--- config.mk ---
export PLATFORM = sky130hd
export DESIGN_NAME = load_store_unit
export DESIGN_NICKNAME = d
export VERILOG_FILES = /design/src/rtl/rv32_pkg.sv /design/src/rtl/lsu_align.sv /design/src/rtl/load_store_unit.sv
export SDC_FILE = /design/constraint.sdc
export NUM_CORES = 1
export LEC_CHECK = 0
export ABC_AREA = 1
export ABC_CLOCK_PERIOD_IN_PS = 1800
export BUFFER_PORTS_ARGS = -buffer_cell sky130_fd_sc_hd__clkbuf_2
export CORE_AREA = 3 3 149 151
export CTS_CLUSTER_DIAMETER = 80
export CTS_CLUSTER_SIZE = 28
export DETAILED_ROUTE_END_ITERATION = 10
export DIE_AREA = 0 0 152 154
export PLACE_DENSITY = 0.69
export SLEW_MARGIN = 20
export SYNTH_ARGS = -nofsm -noshare
export SYNTH_HDL_FRONTEND = slang
export SYNTH_HIERARCHICAL = 1
export SYNTH_SLANG_ARGS = --single-unit
--- constraint.sdc ---
create_clock -name clk -period 1.8 [get_ports clk]
set_input_delay 0.18 -clock clk [delete_from_list [all_inputs] [get_ports clk]]
set_output_delay 0.18 -clock clk [all_outputs]
set_load 0.03 [all_outputs]
--- src/rtl/rv32_pkg.sv ---
// Shared RV32I definitions for the load/store path.
// funct3 encodings and the LSU state type.
package rv32_pkg;

    localparam logic [2:0] F3_B  = 3'b000;
    localparam logic [2:0] F3_H  = 3'b001;
    localparam logic [2:0] F3_W  = 3'b010;
    localparam logic [2:0] F3_BU = 3'b100;
    localparam logic [2:0] F3_HU = 3'b101;

    typedef enum logic [1:0] {
        IDLE,
        REQ,
        WB
    } lsu_state_t;

endpackage

--- src/rtl/lsu_align.sv ---
// Combinational lane logic: legality/alignment check,
// store lane formatting and load extract/extension.
module lsu_align
    import rv32_pkg::*;
(
    input  logic        is_store,
    input  logic [2:0]  funct3,
    input  logic [1:0]  ea_lo,
    input  logic [31:0] store_data,
    output logic        ok,
    output logic [3:0]  be,
    output logic [31:0] wdata,
    input  logic [2:0]  ld_funct3,
    input  logic [1:0]  ld_lo,
    input  logic [31:0] rdata,
    output logic [31:0] ld_data
);

    logic        legal;
    logic        aligned;
    logic [31:0] sh;

    // Legal funct3 for the direction, and natural alignment by size.
    always_comb begin
        legal = 1'b0;
        if (is_store)
            legal = funct3 inside {F3_B, F3_H, F3_W};
        else
            legal = funct3 inside {F3_B, F3_H, F3_W, F3_BU, F3_HU};
        aligned = 1'b1;
        case (funct3[1:0])
            2'b01:   aligned = ~ea_lo[0];
            2'b10:   aligned = (ea_lo == 2'b00);
            default: aligned = 1'b1;
        endcase
        ok = legal & aligned;
    end

    // Byte enables and replicated write data; loads read the whole word.
    always_comb begin
        be    = 4'b1111;
        wdata = store_data;
        case (funct3[1:0])
            2'b00: begin
                be    = 4'b0001 << ea_lo;
                wdata = {4{store_data[7:0]}};
            end
            2'b01: begin
                be    = ea_lo[1] ? 4'b1100 : 4'b0011;
                wdata = {2{store_data[15:0]}};
            end
            default: begin
                be    = 4'b1111;
                wdata = store_data;
            end
        endcase
        if (!is_store)
            be = 4'b1111;
    end

    // Shift the addressed lane down, then sign or zero extend.
    always_comb begin
        sh = rdata >> {ld_lo, 3'b000};
        case (ld_funct3)
            F3_B:    ld_data = {{24{sh[7]}}, sh[7:0]};
            F3_H:    ld_data = {{16{sh[15]}}, sh[15:0]};
            F3_BU:   ld_data = {24'd0, sh[7:0]};
            F3_HU:   ld_data = {16'd0, sh[15:0]};
            default: ld_data = rdata;
        endcase
    end

endmodule

--- src/rtl/load_store_unit.sv ---
// Multi-cycle RV32I load/store unit: one bus transaction
// at a time, registered outputs, load writeback port.
module load_store_unit
    import rv32_pkg::*;
#(
    parameter int XLEN = 32
) (
    input  logic            clk,
    input  logic            clr,
    input  logic            start,
    input  logic            is_store,
    input  logic [2:0]      funct3,
    input  logic [XLEN-1:0] base,
    input  logic [XLEN-1:0] offset,
    input  logic [XLEN-1:0] store_data,
    input  logic [4:0]      rd,
    output logic            busy,
    output logic            err,
    output logic            mem_req,
    output logic            mem_we,
    output logic [XLEN-1:0] mem_addr,
    output logic [XLEN-1:0] mem_wdata,
    output logic [3:0]      mem_be,
    input  logic            mem_ack,
    input  logic [XLEN-1:0] mem_rdata,
    output logic            wb_we,
    output logic [4:0]      wb_addr,
    output logic [XLEN-1:0] wb_data
);

    lsu_state_t  state;
    lsu_state_t  state_n;
    logic [31:0] ea;
    logic        ok;
    logic [3:0]  be;
    logic [31:0] wdata;
    logic [31:0] ld_data;
    logic [2:0]  f3_q;
    logic [1:0]  lo_q;
    logic [4:0]  rd_q;
    logic        st_q;
    logic        accept;
    logic        done;

    assign ea     = base + offset;
    assign accept = (state == IDLE) && start && ok;
    assign done   = (state == REQ) && mem_ack;

    lsu_align u_align (
        .is_store   (is_store),
        .funct3     (funct3),
        .ea_lo      (ea[1:0]),
        .store_data (store_data),
        .ok         (ok),
        .be         (be),
        .wdata      (wdata),
        .ld_funct3  (f3_q),
        .ld_lo      (lo_q),
        .rdata      (mem_rdata),
        .ld_data    (ld_data)
    );

    // State register.
    always_ff @(posedge clk or negedge clr) begin
        if (!clr)
            state <= IDLE;
        else
            state <= state_n;
    end

    // Next state: accept, wait for ack, one writeback cycle for loads.
    always_comb begin
        state_n = state;
        case (state)
            IDLE:    if (accept) state_n = REQ;
            REQ:     if (mem_ack) state_n = st_q ? IDLE : WB;
            WB:      state_n = IDLE;
            default: state_n = IDLE;
        endcase
    end

    // Registered outputs and captured operation.
    always_ff @(posedge clk or negedge clr) begin
        if (!clr) begin
            busy      <= 1'b0;
            err       <= 1'b0;
            mem_req   <= 1'b0;
            mem_we    <= 1'b0;
            mem_addr  <= '0;
            mem_wdata <= '0;
            mem_be    <= 4'b0000;
            wb_we     <= 1'b0;
            wb_addr   <= 5'd0;
            wb_data   <= '0;
            f3_q      <= 3'd0;
            lo_q      <= 2'd0;
            rd_q      <= 5'd0;
            st_q      <= 1'b0;
        end else begin
            busy    <= (state_n != IDLE);
            mem_req <= (state_n == REQ);
            err     <= (state == IDLE) && start && !ok;
            wb_we   <= done && !st_q && (rd_q != 5'd0);
            if (accept) begin
                mem_addr  <= {ea[31:2], 2'b00};
                mem_we    <= is_store;
                mem_be    <= be;
                mem_wdata <= wdata;
                f3_q      <= funct3;
                lo_q      <= ea[1:0];
                rd_q      <= rd;
                st_q      <= is_store;
            end
            if (done && !st_q) begin
                wb_addr <= rd_q;
                wb_data <= ld_data;
            end
        end
    end

endmodule
# ---- After elaboration in Yosys (flattened, before gate mapping)
# Cells that the tools add are included.
dict set report totals {
  reg_bits 120
  latchBits 0
  mem_bits_rw 0
  romBits 0
  in_bits 141
  output_inout_bits 110
  wordCells 58
  memories 0
}
dict set report classes {
  n_addsub 1
  n_mul 0
  div 0
  order_cmp 0
  n_eq_ne 11
  shift 2
  muxes 11
  bitwise_logic 2
  reduce_logical 17
}
# op count
set op_table {}
lappend op_table {{$pmux W32 S4} 1}
lappend op_table {{$pmux W32 S2} 1}
lappend op_table {{$add A32 B32 Y32} 1}
lappend op_table {{$shr A32 B5 Y16} 1}
lappend op_table {{$eq A3 B3 Y1 const B} 4}
lappend op_table {{$reduce_bool A5 Y1} 2}
lappend op_table {{$mux W4} 2}
lappend op_table {{$pmux W4 S2} 1}
lappend op_table {{$eq A2 B1 Y1 const B} 3}
lappend op_table {{$eq A3 B1 Y1 const B} 2}
lappend op_table {{$logic_and A1 B1 Y1} 6}
lappend op_table {{$logic_not A2 Y1} 3}
lappend op_table {{$logic_not A3 Y1} 2}
lappend op_table {{$mux W2} 3}
lappend op_table {{$pmux W2 S2} 1}
lappend op_table {{$shl A1 B2 Y4 const A} 1}
lappend op_table {{$eq A3 B2 Y1 const B} 1}
lappend op_table {{$reduce_bool A3 Y1} 1}
lappend op_table {{$eq A2 B2 Y1 const B} 1}
lappend op_table {{$logic_not A1 Y1} 2}
lappend op_table {{$pmux W1 S2} 1}
lappend op_table {{$reduce_bool A2 Y1} 1}
lappend op_table {{$and A1 B1 Y1} 1}
lappend op_table {{$mux W1} 1}
lappend op_table {{$not A1 Y1} 1}

# ---- Logic depth before layout (Yosys ltp)
# Gate-level depths: netlist (run 1).
dict set report logic_depth {
  ltp_word 8
  depth_mapped 13
}

# ---- By module
# Netlist (run 1), hierarchy kept.
# mod instances cells_each area_per_inst_um2 seq_area_each_um2
set by_module_without_submodules {}
lappend by_module_without_submodules {load_store_unit 1 974 6852.8 3002.9}
lappend by_module_without_submodules {lsu_align 1 319 1503.9 0.0}

# ---- Worst setup path before layout (run 1)
# No wires, ideal clock.
dict set report synth_timing {
  path_kind {input-to-reg}
  start {input offset[0]}
  end {register lo_q[0]}
  setup_ns 0.117
  arrival_time_ns 1.886
  t_required_ns 1.683
  setup_slack_ns -0.203
  cell_stages 13
  n_path_buf 2
  cell_sequence {ha_1 fa_1 inv_1 a21oi_1 o21ai_0 o21ai_0 inv_1 nand3_2 inv_2 buf_4 buf_4 nand2_1 nand2_1}
}
dict set report synth_between {
  elab_chain_len 5
  elab_cells_between_ends 6
  classes_between {1 x add/sub; 1 x mux; 2 x bitwise; 2 x reduce/logical}
}
# element line
set synth_rtl {}
lappend synth_rtl {{start: declaration} load_store_unit.sv:14} ;# input logic [XLEN-1:0] offset,
lappend synth_rtl {{$add A32 B32 Y32} load_store_unit.sv:45} ;# assign ea = base + offset;
lappend synth_rtl {{via ea[1]} load_store_unit.sv:33} ;# logic [31:0] ea;
lappend synth_rtl {{$logic_not A2 Y1} lsu_align.sv:33} ;# 2'b10: aligned = (ea_lo == 2'b00);
lappend synth_rtl {{$pmux W1 S2} lsu_align.sv:31} ;# case (funct3[1:0])
lappend synth_rtl {{$and A1 B1 Y1} lsu_align.sv:36} ;# ok = legal & aligned;
lappend synth_rtl {{via ok} load_store_unit.sv:34} ;# logic ok;
lappend synth_rtl {{$logic_and A1 B1 Y1} load_store_unit.sv:46} ;# assign accept = (state == IDLE) && start && ok;
lappend synth_rtl {{end signal: assignment} load_store_unit.sv:110} ;# lo_q <= ea[1:0];
lappend synth_rtl {{end: declaration} load_store_unit.sv:39} ;# logic [1:0] lo_q;
# The timed path passes the listed nets, and every way through them passes these cells.
# A chain may end at the register's enable or synchronous reset.

# ---- Worst setup path after layout (run 1)
dict set report layout_timing {
  start {input base[0]}
  end {register mem_addr[20]}
}
dict set report layout_between {
  elab_chain_len 5
  elab_cells_between_ends 6
  classes_between {1 x add/sub; 1 x mux; 2 x bitwise; 2 x reduce/logical}
}
# element line
set layout_rtl {}
lappend layout_rtl {{start: declaration} load_store_unit.sv:13} ;# input logic [XLEN-1:0] base,
lappend layout_rtl {{$add A32 B32 Y32} load_store_unit.sv:45}
lappend layout_rtl {{via ea[1]} load_store_unit.sv:33}
lappend layout_rtl {{$logic_not A2 Y1} lsu_align.sv:33}
lappend layout_rtl {{$pmux W1 S2} lsu_align.sv:31}
lappend layout_rtl {{$and A1 B1 Y1} lsu_align.sv:36}
lappend layout_rtl {{via ok} load_store_unit.sv:34}
lappend layout_rtl {{$logic_and A1 B1 Y1} load_store_unit.sv:46}
lappend layout_rtl {{end signal: assignment} load_store_unit.sv:105} ;# mem_addr <= {ea[31:2], 2'b00};
lappend layout_rtl {{end: declaration} load_store_unit.sv:21} ;# output logic [XLEN-1:0] mem_addr,
# The timed path passes the listed nets, and every way through them passes these cells.

==> results of run 1 <==
report_power, final:
part	internal [mW]	switching, mW	leakage [nW]
registers	3.77	0.743	1.51
clock network	1.93	1.31	0.264
logic	2.12	4.83	4.71
total	7.82	6.88	6.49
worst max-delay path, stage by stage:
cell and delay [ns]:
clkbuf_2 0.10, ha_4 0.17, fa_2 0.56, inv_2 0.06, a21oi_2 0.13, o21ai_1 0.06
o21ai_1 0.07, inv_1 0.09, nand3_4 0.18, clkinv_8 0.13, clkbuf_16 0.19, nand3_1 0.08
nand2_1 0.05
stage by stage:
step	total power, mW	hold slack, ns	util (%)
5_1_grt	15.7	0.0273	52.1
6_report	14.7	0.0333	52.1
3_3_place_gp	11.3	0.146	47.6
4_1_cts	14.7	0.0214	51.1
2_1_floorplan	9.20	-0.116	-
3_5_place_dp	11.4	0.148	47.6
registers in the layout, summed over array words and instances, names as in the netlist:
register   flops
wb_addr        5
state          2
lo_q           2
f3_q           3
mem_wdata     32
wb_data       32
err            1
wb_we          1
mem_addr      30
mem_req        1
mem_be         4
rd_q           5
busy           1
st_q           1
final cells by class:
| class | count | area [µm²] | area share, % |
|---|---|---|---|
| Inverter | 167 | 647 | 5.93 |
| Clock buffer | 18 | 439 | 4.03 |
| Multi-Input combinational cell | 957 | 4480 | 41.1 |
| Antenna cell | 1 | 2.50 | 0.0229 |
| Timing Repair Buffer | 302 | 1870 | 17.1 |
| Tap cell | 275 | 344 | 3.15 |
| Sequential cell | 120 | 3000 | 27.5 |
| Clock inverter | 14 | 126 | 1.16 |
metal layers:
layer / global-route usage (%) / up-vias / part of all wire [%]
met3: 4.11 / 64 / 6.1
met5: 0 / - / 0
met1: 27.8 / 3950 / 43
met4: 9.67 / 0 / 3.5
met2: 36.4 / 326 / 48
li1: - / 4498 / -
what timing repair did:
item	4_1_cts	5_1_grt
hold buffers	17	0
endpoints found under the hold margin	42	0
buffers inserted	0	3
setup endpoints to repair	0	75
resized for setup	0	18
worst min path at each step:
stage                                   end  slack, ns  depth (start not counted)
finish                        err$_DFF_PN0_       0.03                          3
global route                  err$_DFF_PN0_       0.03                          3
CTS                           err$_DFF_PN0_       0.02                          3
detailed placement  wb_data[17]$_DFFE_PN0P_       0.15                          1
global placement    wb_data[17]$_DFFE_PN0P_       0.15                          1
floorplan                    busy$_DFF_PN0_      -0.12                          0
cells in the final DEF (no fill, tap or decap), types with 4 or more instances in the layout:
master,instances
nand2_1,620
nand3_2,8
clkinv_4,4
o22ai_1,6
a21oi_1,29
nand3_1,50
xnor2_1,14
o211ai_1,7
o21ai_0,47
clkinvlp_4,5
ha_1,31
buf_4,26
nand4_1,12
clkbuf_2,246
buf_12,7
dlygate4sd3_1,16
inv_1,160
clkbuf_16,21
dfrtp_1,120
nor2_1,70
o21ai_1,9
nand2_2,22
kinds of logic (layout without fill, tap and decap cells):
logic type | after synthesis | count (layout) | synth area share (%)
simple gates | 801 | 801 | 39.3
other cells | 1 | 3 | 0.0449
fa+ha+maj | 35 | 35 | 5.33
compound gates | 104 | 104 | 6.65
flops | 120 | 120 | 35.9
xor+xnor | 15 | 15 | 1.57
buf+inv | 217 | 501 | 11.1
==> flow_summary_export.csv, run 1 <==
group,metric,value,unit
status,outcome,"finished, final reports clean",
clock_tree,clkSinkCount,120,
placement,routabilityCongestion,0.925,
sta,timing.final.crit_share,96.6,%
sta,setup-violations-final,0,
floorplanning,rows,53,
synth,syn_inst,1293,
global_route,overflow,0,
floorplanning,dieWidth,152,µm
critical_path,criticalPathCategory,"primary input to register",
pwr,irDropWorstVdd,0.000540,V
critical_path,cp.arrival,2.05,ns
job,cap_viol_max_count,0,
sta,post-route-worst-setup-slack,0.0603,ns
sta,tns,0,ns
finish,fin_nets,1741,
sta,drv_slew,0,
critical_path,required,2.11,ns
finish,fin_area,10900,µm²
drt,vias,8838,
synth,syn_avg_cell_area,6.46,µm²
drt,drc,0,
drt,drt_iter0_drc,504,
placement,io_buffer_count,248,
clock_tree,numCtsBuffers,17,
placement,place_area,9980,µm²
worst_hold_path,worstHoldStart,"start",
finish,drive_above_1_share,23.6,%
critical_path,reg2reg_depth,9,
pwr,leakage,6.49,nW
sta,hold_viol_final,0,
drt,ant_nets,0,
sta,finClkSkew,0.00748,ns
sta,min_period,1.74,ns
synth,ys_ff_latch,120,
drt,finalWirelength,26300,µm
synth,synth_edf_count,0,
critical_path,crit_start,"base[0]",
synth,synth.distinct_cells,38,
pwr,p_per_area,1350,nW/µm²
synth,syn-cell-area,8360,µm²
critical_path,crit_fanout,8,
clock_tree,clk_pin_slew_worst_paths,0.06,ns
global_route,grt_max_degree,47,
global_route,grt_pass1_wl,41700,µm
finish,stdcell_count,1854,
floorplanning,coreArea,21000,µm²
synth,ys_async_sr_fraction,100,%
global_route,grt_antenna_before_repair,1,
clock_tree,cts_tree,"built",
placement,dp_hpwl,20200,µm
drt,routedWlPerCell,14.2,µm
critical_path,worst_r2r_endpoint,"wb_data[19]$_DFFE_PN0P_",
floorplanning,die_y,154,µm
synth,ys_warn_count,6,
clock_tree,clockRootBuffer,"clkbuf_16",
synth,synth.most_common_cell,"nand2_1",
critical_path,r2r_slack,0.21,ns
synth,ys_top_cells_by_area,"dfrtp_1 36%, nand2_1 28%, inv_1 7.2%",
synth,seq_area_frac_synth,35.9,%
global_route,grt_util_all_layers,21.9,%
worst_hold_path,min_path_type,"primary input to register",
floorplanning,start_util,39.9,%
global_route,grt_pass1_vias,8423,
floorplanning,io_pins,251,
clock_tree,cts.path.max_buffers,2,
synth,ys.flop_type,"dfrtp_1",
placement,placed_cells,1798,
critical_path,end_kind,"register",
synth,synth_top_area_share,35.9,%
floorplanning,die_area,23400,µm²
placement,place_ws,-0.382,ns
drt,dr.pass1.iters,5,
synth,synth_common_cells,"620 x nand2_1, 161 x inv_1, 120 x dfrtp_1",
clock_tree,clock_latency,0.42,ns
clock_tree,htreeDepth,4,
finish,fill_cells,2096,
drt,via_per_inst,4.77,
critical_path,reg2reg_from,"lo_q[0]$_DFFE_PN0P_",
synth,yosys.area.top_type,"dfrtp_1",
sta,fmax,0.575,GHz
critical_path,endpoint,"mem_addr[20]$_DFFE_PN0P_",
finish,area_delta_synth_final,30.6,%
critical_path,setup.worst_path.start_class,"primary input",
Note: power is estimated with default switching activity, not from simulation.
==> run 2: changes to the inputs <==
- ABC_AREA: 1 -> unset
- CORE_AREA: 3 3 149 151 -> 3 3 140 142
- DIE_AREA: 0 0 152 154 -> 0 0 143 145
- PLACE_DENSITY: 0.69 -> 0.7
==> run 2 against run 1 <==
Compared with the run above: count of clock-buffer cells in the layout increased by 7; synthesized cell count is 34% lower; flip-flop and latch count unchanged; largest power group unchanged; the flow now finishes with violations (setup timing); critical endpoint is now wb_data[20]$_DFFE_PN0P_; critical path type is now register to register.
==> flow_summary_export.csv, run 2 <==
group,metric,value,unit
pwr,p_per_area,1430,nW/µm²
worst_hold_path,hold_depth,3,
synth,synth.most_common_cell,"nand2_1",
placement,io_buffer_count,248,
floorplanning,io_pins,251,
floorplanning,dieWidth,143,µm
clock_tree,clk_pin_slew_worst_paths,0.05,ns
synth,ys_ff_latch,120,
placement,place_ws,-0.467,ns
finish,fin_area,10700,µm²
critical_path,criticalPathCategory,"register to register",
drt,drt_iter0_drc,413,
sta,hold_viol_final,0,
synth,ys_top_cells_by_area,"dfrtp_1 41%, nand2_1 13%, mux2_2 7.4%",
drt,drc,0,
finish,drive_above_1_share,42.1,%
sta,rsz0062_at_grt,"true",
worst_hold_path,worstHoldStart,"mem_ack",
global_route,grt_antenna_before_repair,1,
finish,reg.largest.list,"mem_wdata x32, wb_data x32, mem_addr x30",
clock_tree,htreeDepth,4,
synth,synth_top_area_share,40.8,%
global_route,grt_pass1_vias,7188,
drt,vias,7295,
clock_tree,numCtsBuffers,17,
critical_path,required,2.09,ns
global_route,grt_util_all_layers,21.6,%
global_route,overflow,0,
critical_path,crit_fanout,16,
worst_hold_path,hold_end,"state[1]$_DFF_PN0_",
finish,regArea,3000,µm²
floorplanning,start_util,39.6,%
drt,finalWirelength,22500,µm
floorplanning,rows,50,
critical_path,reg2reg_depth,6,
critical_path,end_kind,"register",
floorplanning,die_area,20700,µm²
finish,stdcell_count,1445,
finish,fin_nets,1374,
synth,syn_inst,850,
pwr,power,15.3,mW
clock_tree,clockRootBuffer,"clkbuf_16",
sta,fmax,0.532,GHz
drt,ant_nets,0,
floorplanning,die_y,145,µm
worst_hold_path,min_path_type,"primary input to register",
critical_path,setup.worst_path.start_class,"register",
clock_tree,cts_tree,"built",
drt,routedWlPerCell,15.6,µm
clock_tree,cts.path.max_buffers,2,
placement,place_area,9810,µm²
sta,timing.final.crit_share,104,%
clock_tree,clkSinkCount,120,
synth,seq_area_frac_synth,40.8,%
sta,slew_headroom,64.4,%
critical_path,r2r_slack,-0.08,ns
drt,via_per_inst,5.05,
floorplanning,coreArea,18600,µm²
status,violations,"setup timing",
synth,synth_common_cells,"263 x nand2_1, 120 x dfrtp_1, 57 x o21ai_0",
placement,routabilityCongestion,0.924,
synth,syn_avg_cell_area,8.65,µm²
placement,placed_cells,1399,
synth,synth.distinct_cells,68,
finish,area_delta_synth_final,45.5,%
status,outcome,"finished, violations left",
synth,ys_async_sr_fraction,100,%
synth,syn-cell-area,7350,µm²
critical_path,cp.arrival,2.17,ns
finish,fill_cells,1652,
synth,ys.flop_type,"dfrtp_1",
sta,setup-violations-final,19,
sta,finClkSkew,0.00904,ns
clock_tree,clock_latency,0.42,ns
finish,mostFrequentLayoutCell,"nand2_1",
finish,multi_input_area,4350,µm²
placement,dp_hpwl,17600,µm
synth,ys_warn_count,6,
global_route,grt_pass1_wl,36000,µm
sta,drv_slew,0,
sta,worst_slew_pin_slew,0.529,ns
job,cap_viol_max_count,0,
pwr,leakage,5.62,nW
global_route,grt_max_degree,39,
critical_path,reg2reg_from,"lo_q[1]$_DFFE_PN0P_",
pwr,irDropWorstVdd,0.000603,V
drt,dr.pass1.iters,4,
finish,antenna-diode-count,0,
sta,min_period,1.88,ns
finish,mostFrequentLayoutCells,"260 x nand2_1, 247 x clkbuf_2, 120 x dfrtp_1",
finish,fin_util,57.6,%
critical_path,worst_r2r_endpoint,"wb_data[20]$_DFFE_PN0P_",
sta,post-route-worst-setup-slack,-0.0788,ns
synth,yosys.area.top_type,"dfrtp_1",
synth,synth_edf_count,0,
[run 2: cell types whose count changed in the layout (fill, tap and decap cells not counted), sizes merged, moves of 15 or more]
cell and change:
nand3 -47, nand2 -379, nor2 -47, a21o +15
buf +92, mux2 +50, inv -150
[run 2: worst max-delay path by stage]
stage                              from                  endpoint  slack [ns]
CTS                 lo_q[1]$_DFFE_PN0P_   wb_data[20]$_DFFE_PN0P_       -0.09
finish              lo_q[1]$_DFFE_PN0P_   wb_data[20]$_DFFE_PN0P_       -0.08
floorplan                    offset[10]  mem_addr[31]$_DFFE_PN0P_       -0.26
global route        lo_q[1]$_DFFE_PN0P_   wb_data[20]$_DFFE_PN0P_       -0.16
detailed placement            offset[6]  mem_addr[31]$_DFFE_PN0P_       -0.47
global placement              offset[0]  mem_addr[31]$_DFFE_PN0P_       -0.44
[run 2: report_power, final]
group	switching, mW	internal [mW]
clock network	1.18	2.21
logic	4.65	2.71
registers	0.735	3.82
total	6.56	8.74
[run 2: worst max-delay path, cell delays in order, from the launching register on]
cell	delay, ns
dfrtp_1	0.36
mux4_2	0.53
and3_4	0.20
a31oi_4	0.17
buf_12	0.17
nand2_1	0.07
mux2_2	0.26
[run 2: layer usage]
layer | track usage [%] | vias up | routed length (µm)
met4 | 7.60 | 2 | 567
li1 | - | 3623 | -
met1 | 28.0 | 3377 | 9750
met2 | 35.2 | 251 | 10700
met3 | 4.88 | 42 | 1470
met5 | 0 | - | 13
[run 2: cells by family after synthesis]
| logic type | synth area share, % |
|---|---|
| compound gates | 17.2 |
| xor+xnor | 3.45 |
| fa+ha+maj | 6.06 |
| buf+inv | 4.46 |
| flops | 40.8 |
| mux | 8.56 |
| other cells | 0.0510 |
| simple gates | 19.4 |
[run 2: area by class of cell]
class                      count  share of cell area (%)
tap                          234                    2.74
sequential                   120                    28.1
inverter                      17                   0.596
clock buffer                  25                    4.72
multi-input combinational    660                    40.7
clock inverter                 7                   0.842
timing repair buffer         382                    22.4
[run 2: timing repair]
action / CTS / global route
hold buffers: 8 / 0
pin swaps: 5 / 12
setup buffers: 3 / 4
resized for setup: 4 / 32
endpoints found under the hold margin: 41 / 0
cloned: 0 / 1
setup endpoints to repair: 26 / 96
[run 2: through the flow]
stage               hold slack (ns)  TNS [ns]
CTS                         0.00587     -1.22
global route                 0.0396     -2.44
floorplan                    -0.116    -12.69
global placement              0.203    -29.96
detailed placement            0.198    -31.73
finish                       0.0355     -1.05
